**config.mk**
```make
export PLATFORM = sky130hd
export DESIGN_NAME = imem_boot_loader
export DESIGN_NICKNAME = d
export VERILOG_FILES = /design/src/rtl/imem_loader_pkg.sv /design/src/rtl/imem_port_mux.sv /design/src/rtl/imem_boot_loader.sv
export SDC_FILE = /design/constraint.sdc
export NUM_CORES = 1
export LEC_CHECK = 0
export BUFFER_PORTS_ARGS = -buffer_cell sky130_fd_sc_hd__buf_2
export CORE_MARGIN = 5
export CORE_UTILIZATION = 44
export DETAILED_ROUTE_END_ITERATION = 7
export PLACE_DENSITY = 0.85
export SLEW_MARGIN = 20
export SYNTH_ARGS = -nofsm -noshare
export SYNTH_HDL_FRONTEND = slang
export SYNTH_SLANG_ARGS = --single-unit
```
**constraint.sdc**
```tcl
create_clock -name i_clk -period 3.2 [get_ports i_clk]
set_clock_uncertainty 0.2 [all_clocks]
set_input_delay 0.16 -clock i_clk [delete_from_list [all_inputs] [get_ports i_clk]]
set_output_delay 0.16 -clock i_clk [all_outputs]
set_load 0.01 [all_outputs]
```
**src/rtl/imem_loader_pkg.sv**
```systemverilog
// Shared state encoding and constants for the instruction-memory boot loader.
package imem_loader_pkg;

    typedef enum logic [1:0] {
        StIdle   = 2'd0,
        StLoad   = 2'd1,
        StFinish = 2'd2,
        StRun    = 2'd3
    } loader_state_e;

    localparam int unsigned MAX_WORDS_DEFAULT = 16384;

    localparam logic [3:0] WEN_ALL  = 4'b1111;
    localparam logic [3:0] WEN_NONE = 4'b0000;

endpackage

```
**src/rtl/imem_port_mux.sv**
```systemverilog
// Combinational SRAM-port select: loader owns the port until RUN, then the CPU does.
module imem_port_mux #(
    parameter int unsigned ADDR_W = 16,
    parameter int unsigned DATA_W = 32
) (
    input  logic              i_sel_cpu,
    input  logic [ADDR_W-1:0] i_ld_address,
    input  logic [3:0]        i_ld_w_en,
    input  logic [DATA_W-1:0] i_ld_w_data,
    input  logic [ADDR_W-1:0] i_cpu_address,
    input  logic [3:0]        i_cpu_w_en,
    input  logic [DATA_W-1:0] i_cpu_w_data,
    input  logic [DATA_W-1:0] i_sram_read_data,
    output logic [ADDR_W-1:0] o_sram_address,
    output logic [3:0]        o_sram_w_en,
    output logic [DATA_W-1:0] o_sram_w_data,
    output logic [DATA_W-1:0] o_cpu_read_data
);

    always_comb begin
        if (i_sel_cpu) begin
            o_sram_address  = i_cpu_address;
            o_sram_w_en     = i_cpu_w_en;
            o_sram_w_data   = i_cpu_w_data;
            o_cpu_read_data = i_sram_read_data;
        end else begin
            o_sram_address  = i_ld_address;
            o_sram_w_en     = i_ld_w_en;
            o_sram_w_data   = i_ld_w_data;
            o_cpu_read_data = '0;
        end
    end

endmodule

```
**src/rtl/imem_boot_loader.sv**
```systemverilog
// Streams a program image into instruction SRAM while holding the CPU in reset, then hands over.
// Optional running checksum of accepted words: define IMEM_LOADER_CSUM_EN.
module imem_boot_loader
    import imem_loader_pkg::*;
#(
    parameter int unsigned ADDR_W    = 16,
    parameter int unsigned DATA_W    = 32,
    parameter int unsigned MAX_WORDS = MAX_WORDS_DEFAULT
) (
    input  logic              i_clk,
    input  logic              i_rst,
    input  logic              i_ld_start,
    input  logic [ADDR_W-1:0] i_ld_base,
    input  logic [15:0]       i_ld_len,
    input  logic              i_s_valid,
    output logic              o_s_ready,
    input  logic [DATA_W-1:0] i_s_data,
    output logic              o_ld_busy,
    output logic              o_ld_done,
    output logic              o_ld_err,
    output logic [31:0]       o_ld_csum,
    output logic              o_cpu_rst,
    input  logic [ADDR_W-1:0] i_cpu_im_address,
    input  logic [3:0]        i_cpu_im_w_en,
    input  logic [DATA_W-1:0] i_cpu_im_w_data,
    output logic [DATA_W-1:0] o_cpu_im_read_data,
    output logic [ADDR_W-1:0] o_sram_address,
    output logic [3:0]        o_sram_w_en,
    output logic [DATA_W-1:0] o_sram_w_data,
    input  logic [DATA_W-1:0] i_sram_read_data
);

    loader_state_e     r_state, w_state_d;
    logic [ADDR_W-1:0] r_base;
    logic [15:0]       r_len, r_cnt;
    logic              r_cpu_rst, r_s_ready, r_busy, r_done, r_err;

    logic              w_can_start, w_len_bad, w_start_acc, w_start_err, w_load_go;
    logic              w_hs, w_last;
    logic              w_cpu_rst_d, w_s_ready_d, w_busy_d, w_done_d;
    logic [ADDR_W-1:0] w_ld_address;
    logic [3:0]        w_ld_w_en;

    assign w_can_start = (r_state == StIdle) || (r_state == StRun);
    assign w_len_bad   = 32'(i_ld_len) > MAX_WORDS;
    assign w_start_acc = w_can_start && i_ld_start && !w_len_bad;
    assign w_start_err = w_can_start && i_ld_start && w_len_bad;
    assign w_load_go   = w_start_acc && (i_ld_len != 16'd0);
    assign w_hs        = (r_state == StLoad) && i_s_valid && r_s_ready;
    assign w_last      = (r_cnt == r_len - 16'd1);

    always_ff @(posedge i_clk) begin
        if (!i_rst) begin
            r_state   <= StIdle;
            r_base    <= '0;
            r_len     <= '0;
            r_cnt     <= '0;
            r_cpu_rst <= 1'b0;
            r_s_ready <= 1'b0;
            r_busy    <= 1'b0;
            r_done    <= 1'b0;
            r_err     <= 1'b0;
        end else begin
            r_state   <= w_state_d;
            r_cpu_rst <= w_cpu_rst_d;
            r_s_ready <= w_s_ready_d;
            r_busy    <= w_busy_d;
            r_done    <= w_done_d;
            if (w_start_err) begin
                r_err <= 1'b1;
            end else if (w_start_acc) begin
                r_err <= 1'b0;
            end
            if (w_load_go) begin
                r_base <= i_ld_base & ~ADDR_W'(3);
                r_len  <= i_ld_len;
                r_cnt  <= '0;
            end else if (w_hs) begin
                r_cnt <= r_cnt + 16'd1;
            end
        end
    end

    // A rejected length leaves the current state (IDLE or RUN) untouched.
    always_comb begin
        w_state_d = r_state;
        unique case (r_state)
            StIdle, StRun: begin
                if (w_start_acc) begin
                    w_state_d = (i_ld_len == 16'd0) ? StRun : StLoad;
                end
            end
            StLoad: begin
                if (w_hs && w_last) begin
                    w_state_d = StFinish;
                end
            end
            StFinish: w_state_d = StRun;
            default:  w_state_d = StIdle;
        endcase
    end

    always_comb begin
        w_ld_w_en    = w_hs ? WEN_ALL : WEN_NONE;
        w_ld_address = r_base + ADDR_W'({r_cnt, 2'b00});
        w_cpu_rst_d  = (w_state_d == StRun);
        w_s_ready_d  = (w_state_d == StLoad);
        w_busy_d     = (w_state_d == StLoad) || (w_state_d == StFinish);
        w_done_d     = w_hs && w_last;
    end

`ifdef IMEM_LOADER_CSUM_EN
    logic [31:0] r_csum;

    always_ff @(posedge i_clk) begin
        if (!i_rst) begin
            r_csum <= '0;
        end else if (w_start_acc) begin
            r_csum <= '0;
        end else if (w_hs) begin
            r_csum <= r_csum + 32'(i_s_data);
        end
    end

    assign o_ld_csum = r_csum;
`else
    assign o_ld_csum = 32'b0;
`endif

    assign o_cpu_rst = r_cpu_rst;
    assign o_s_ready = r_s_ready;
    assign o_ld_busy = r_busy;
    assign o_ld_done = r_done;
    assign o_ld_err  = r_err;

    imem_port_mux #(
        .ADDR_W (ADDR_W),
        .DATA_W (DATA_W)
    ) u_port_mux (
        .i_sel_cpu        (r_state == StRun),
        .i_ld_address     (w_ld_address),
        .i_ld_w_en        (w_ld_w_en),
        .i_ld_w_data      (i_s_data),
        .i_cpu_address    (i_cpu_im_address),
        .i_cpu_w_en       (i_cpu_im_w_en),
        .i_cpu_w_data     (i_cpu_im_w_data),
        .i_sram_read_data (i_sram_read_data),
        .o_sram_address   (o_sram_address),
        .o_sram_w_en      (o_sram_w_en),
        .o_sram_w_data    (o_sram_w_data),
        .o_cpu_read_data  (o_cpu_im_read_data)
    );

endmodule

```
# Yosys cells after proc, flatten, opt, wreduce, memory -nomap -nowiden
# Index checks and enable logic that the tools add are counted.
# Widths: inputs -> output; s select.
totals:
  regBits: 53
  input_bits: 152
  output_inout_bits: 121
  elab_cells: 48
op_classes:
  n_addsub: 3
  order_cmp: 1
  eq_ne: 7
  muxes: 11
  bitwise: 1
  n_reduce_logical: 16
op_table:
  columns: ["op", "n"]
  rows:
  - ["$mux 32", 2]
  - ["$add 16x1->16 const B", 1]
  - ["$add 16x16->16", 1]
  - ["$eq 16x16->1", 1]
  - ["$gt 16x15->1 const B", 1]
  - ["$logic_not 16->1", 1]
  - ["$mux 16", 1]
  - ["$reduce_bool 16->1", 1]
  - ["$sub 16x1->16 const B", 1]
  - ["$eq 2x2->1 const B", 4]
  - ["$mux 4", 2]
  - ["$logic_and 1x1->1", 7]
  - ["$mux 2", 3]
  - ["$pmux 2 s3", 1]
  - ["$eq 2x1->1 const B", 2]
  - ["$reduce_or 2->1", 2]
  - ["$logic_not 2->1", 1]
  - ["$logic_or 1x1->1", 2]
  - ["$mux 1", 2]
  - ["$reduce_bool 2->1", 1]
  - ["$logic_not 1->1", 1]
  - ["$not 1->1", 1]

# Longest topological paths before layout
depth:
  ltp_word: 8
  depth_mapped: 10
  mapped_depth_nobuf: 10

# Cells and area by module
# From an unflattened synthesis, not the netlist that was laid out.
hier_totals:
  hier_cells: 541
  area_unflattened_um2: 4453.0
by_module_without_submodules:
  columns: ["module", "n_inst", "cells_per_inst", "area_each_um2", "seq_area_each_um2"]
  rows:
  - ["imem_boot_loader", 1, 448, 3492.1, 1061.0]
  - ["imem_port_mux", 1, 93, 960.9, 0.0]

# Worst setup path after synthesis
# OpenSTA, ideal clock, no wires.
synth_path:
  kind: "flip-flop to flip-flop"
  start: "reg r_len[0]"
  end: "reg r_busy, in the netlist o_ld_busy"
  setup_time_ps: 126
  arrival_time_ps: 2390
  required_time_ps: 2874
  path_slack_ps: 484
  stages_incl_launch_ff: 10
  path_buffers: 0
  synth_period_minus_slack_ps: 2716
  path_cell_list: "dfxtp_1 inv_1 ha_1 or4b_1 o311a_1 a22oi_2 o2111ai_2 a21o_1 ha_1 nor2_1"
synth_via:
  elab_chain_len: 7
  word_cells_on_any_way: 8
  cone_classes: "add/sub (1); eq/ne (3); mux (2); reduce/logical (2)"
synth_rtl:
  columns: ["element", "line", "rtl"]
  rows:
  - ["from (decl)", "imem_boot_loader.sv:35", "logic [15:0] r_len, r_cnt;"]
  - ["from (signal assigned)", "imem_boot_loader.sv:76", "r_len <= i_ld_len;"]
  - ["$sub 16x1->16 (*)", "imem_boot_loader.sv:50", "assign w_last = (r_cnt == r_len - 16'd1);"]
  - ["$eq 16x16->1 (*)", "imem_boot_loader.sv:50", null]
  - ["$logic_and 1x1->1 (*)", "imem_boot_loader.sv:94", "if (w_hs && w_last) begin"]
  - ["$mux 2 (*)", "imem_boot_loader.sv:94", null]
  - ["$pmux 2 s3 (*)", "imem_boot_loader.sv:87", "unique case (r_state)"]
  - ["$eq 2x1->1 or $eq 2x2->1 (tied branches)", "imem_boot_loader.sv:108", "w_busy_d = (w_state_d == StLoad) || (w_state_d == StFinish);"]
  - ["$logic_or 1x1->1 (*)", "imem_boot_loader.sv:108", null]
  - ["to (signal assigned)", "imem_boot_loader.sv:67", "r_busy <= w_busy_d;"]
  - ["to (decl)", "imem_boot_loader.sv:36", "logic r_cpu_rst, r_s_ready, r_busy, r_done, r_err;"]
# Every way passes the cells marked *; elsewhere a longest branch is shown, timed or not.
# A chain may end at the register's enable or synchronous reset.

# Worst setup path in the final report
layout_path:
  start: "reg r_cnt[0]"
  end: "out o_sram_address[14]"
layout_via:
  elab_chain_len: 2
layout_rtl:
  columns: ["element", "line", "rtl"]
  rows:
  - ["from (decl)", "imem_boot_loader.sv:35", null]
  - ["from (signal assigned)", "imem_boot_loader.sv:79", "r_cnt <= r_cnt + 16'd1;"]
  - ["$add 16x16->16", "imem_boot_loader.sv:105", "w_ld_address = r_base + ADDR_W'({r_cnt, 2'b00});"]
  - ["$mux 16", "imem_port_mux.sv:21", "if (i_sel_cpu) begin"]
  - ["to (decl)", "imem_boot_loader.sv:27", "output logic [ADDR_W-1:0] o_sram_address,"]
# No other way between the ends.

==> flow_summary.ini <==
[status]
status = finished clean

[placed_design]
dpl_cell_area_um2 = 5560
port_buffers = 238
dp_hpwl_um = 11900
gp_congestion = 0.896

[layout]
n_fill_cell = 881
drive_gt1_share_pct = 37.8
antenna_cells = 0
fin_nets = 981
postLayoutCellArea_um2 = 6000
area_growth_pct = 37.8
fin_util_pct = 61.7

[routing]
antenna_left = 0
vias = 4693
first_pass_iters = 5
wl_per_cell_um = 15.7
wl_um = 14800
via_per_inst = 4.98
route.detailed.drc = 0
drt_first_iter_violations = 288

[sta]
rsz0062_at_grt = no
maxSlewHeadroom_pct = 44.6
totalNegativeSetupSlack_ns = 0
worst_pin_slew_ns = 0.820
fmax_mhz = 334
setup_viol = 0
finalHoldViolCount = 0
layout_min_cycle_time_ns = 2.99
final_max_slew_viol_count = 0
finalCritPeriodShare_pct = 93.5

[critical_path]
endpoint_kind = output port
worstPathRequired_ns = 2.84
cpMaxStageDelayCell = dfxtp_1
critical_path_arrival_ns = 2.63
start_kind = register
critPathKind = register to output port
cpPeakStageDelay_ns = 0.45
critPathMaxFanout = 5
crit_chain = ha_1 -> inv_1 -> fa_1 -> nor2b_1 -> o31a_1 -> o211ai_1 -> a21oi_1 -> xor2_1 -> mux2_2 -> buf_2

[pwr]
peakVddDrop_v = 0.000231
powerDensity_nw_per_um2 = 259
power_uw = 1550
leakage_uw = 0.00294

[clock_tree]
clk_pin_slew_ns = 0.09
numClockSinks = 53
cts_buffers = 5
clk_latency_ns = 0.30
h-tree-depth = 2
clk_path_buf_depth = 2
cts_root_buffer = clkbuf_8
cts_tree = built

[yosys]
yosysTopAreaCell = dfxtp_1
synthArstFlopShare_pct = 0
ys_seq_area_share_pct = 24.4
yosys.area.top_type_share_pct = 24.4
synthTopCellsByArea = dfxtp_1 24%, mux2_2 9.1%, nand2_1 7.0%, ha_1 5.7%, buf_4 5.5%
synth.most_common_cell = nand2_1
synth_seq_cells = 53
synth_cell_types = 67
ys.flop_type = dfxtp_1
synth_commonest_cells = 81 x nand2_1, 53 x dfxtp_1, 38 x and2_1
syn_area_um2 = 4350
ys.warnings.count = 0
syn_avg_cell_area_um2 = 7.90
synth_edf_count = 0
synthCells = 551

[floorplanning]
initial_core_util_pct = 44.7
core_um2 = 9730
die_width_um = 109
die-area_um2 = 12000
ios = 273
fp-row-count = 36
die-height_um = 109

[global_route]
grt_max_degree = 93
grt_pass1_wl_um = 22000
antenna_found_initial = 0
grt_pass1_vias = 4354
track_usage_pct = 23.1
overflow = 0

[min_path]
min_path_type = primary input to register

[run]
maxCapViolCount = 0
## metrics by stage
| stage | setup WS (ns) | hold slack, ns | cells |
|---|---|---|---|
| 5_1_grt | 0.0260 | 0.217 | 942 |
| 4_1_cts | 0.178 | 0.160 | 942 |
| 3_3_place_gp | 0.351 | 0.206 | 903 |
| 2_1_floorplan | 0.484 | 0.0817 | 582 |
| 6_report | 0.209 | 0.166 | 942 |
| 3_5_place_dp | 0.301 | 0.208 | 903 |
## cell usage in the layout (no fill, tap or decap), types with 5 or more instances in the layout
| cell | n |
|---|---|
| and3_1 | 5 |
| dfxtp_1 | 53 |
| buf_4 | 7 |
| ha_1 | 19 |
| nand2_1 | 81 |
| inv_1 | 13 |
| dlygate4sd3_1 | 31 |
| a211oi_1 | 5 |
| nor3_1 | 7 |
| or3_1 | 5 |
| a21oi_1 | 37 |
| nand3_1 | 12 |
| conb_1 | 32 |
| mux2_2 | 35 |
| xor2_1 | 21 |
| clkbuf_8 | 6 |
| nand4_1 | 6 |
| nor2_1 | 37 |
| a21o_1 | 7 |
| xnor2_1 | 19 |
| nor4_1 | 8 |
| and2_1 | 38 |
| nor2b_1 | 6 |
| o21ai_0 | 17 |
| buf_2 | 238 |
## layer usage
| metal | track usage, % | vias up | part of all wire, % |
|---|---|---|---|
| li1 | - | 2366 | - |
| met1 | 29.1 | 2144 | 40 |
| met2 | 41.5 | 169 | 50 |
| met3 | 4.23 | 14 | 8.4 |
| met4 | 4.19 | 0 | 1.1 |
| met5 | 0 | - | 0 |
## sequential cells by signal (all words and copies together) (netlist names)
signal     cells
o_cpu_rst      1
o_ld_busy      1
o_ld_done      1
o_ld_err       1
o_s_ready      1
r_base        14
r_cnt         16
r_len         16
r_state        2
## cell type report
cell class / count / area (um2) / share of cell area (%)
Inverter: 14 / 52.6 / 0.876
Tap cell: 133 / 166 / 2.77
Timing Repair Buffer: 277 / 1570 / 26.2
Clock buffer: 6 / 82.6 / 1.38
Multi-Input combinational cell: 457 / 3020 / 50.4
Sequential cell: 53 / 1060 / 17.7
Clock inverter: 2 / 37.5 / 0.626
## what timing repair did
item / CTS / global route
buffers inserted: 0 / 0
hold endpoints to repair: 34 / 0
hold buffers: 31 / 0
resized for setup: 0 / 1
endpoints found under the setup margin: 0 / 1
## power by group
part / leakage [uW] / internal [uW] / switching, uW
clock: 0.0000574 / 254 / 213
sequential: 0.000429 / 675 / 19.2
combinational: 0.00246 / 196 / 197
## cell families (layout without fill, tap and decap cells)
| kind of cell | Yosys count | count (layout) | share of synthesized area, % |
|---|---|---|---|
| mux | 38 | 38 | 9.74 |
| flops | 53 | 53 | 24.4 |
| buf+inv | 72 | 299 | 9.03 |
| simple gates | 227 | 227 | 27.6 |
| fa+ha+maj | 21 | 21 | 6.21 |
| xor+xnor | 40 | 40 | 8.05 |
| other cells | 1 | 32 | 0.0861 |
| compound gates | 99 | 99 | 14.9 |
## path summary, 6_finish.rpt
kind	end	depth (start not counted)	slack, ns	startpoint
worst max-delay path	o_sram_address[14]	10	0.21	r_cnt[0]
worst max register to register	o_ld_busy	10	0.23	r_len[0]
worst min-delay path	o_ld_err	5	0.17	i_ld_len[15]
worst min register to register	r_base[14]	2	0.27	r_base[14]
## critical path: cells and delay by family (launching register included)
kind / cells / cell delay [ns]
AOI/OAI and AO/OA: 3 / 0.55
xor gates and xnor gates: 1 / 0.08
adders and majority gates: 2 / 0.62
buffers and inverters: 2 / 0.21
DFF: 1 / 0.45
muxes: 1 / 0.26
and+or+nand+nor: 1 / 0.15
(Power assumes the default switching activity.)
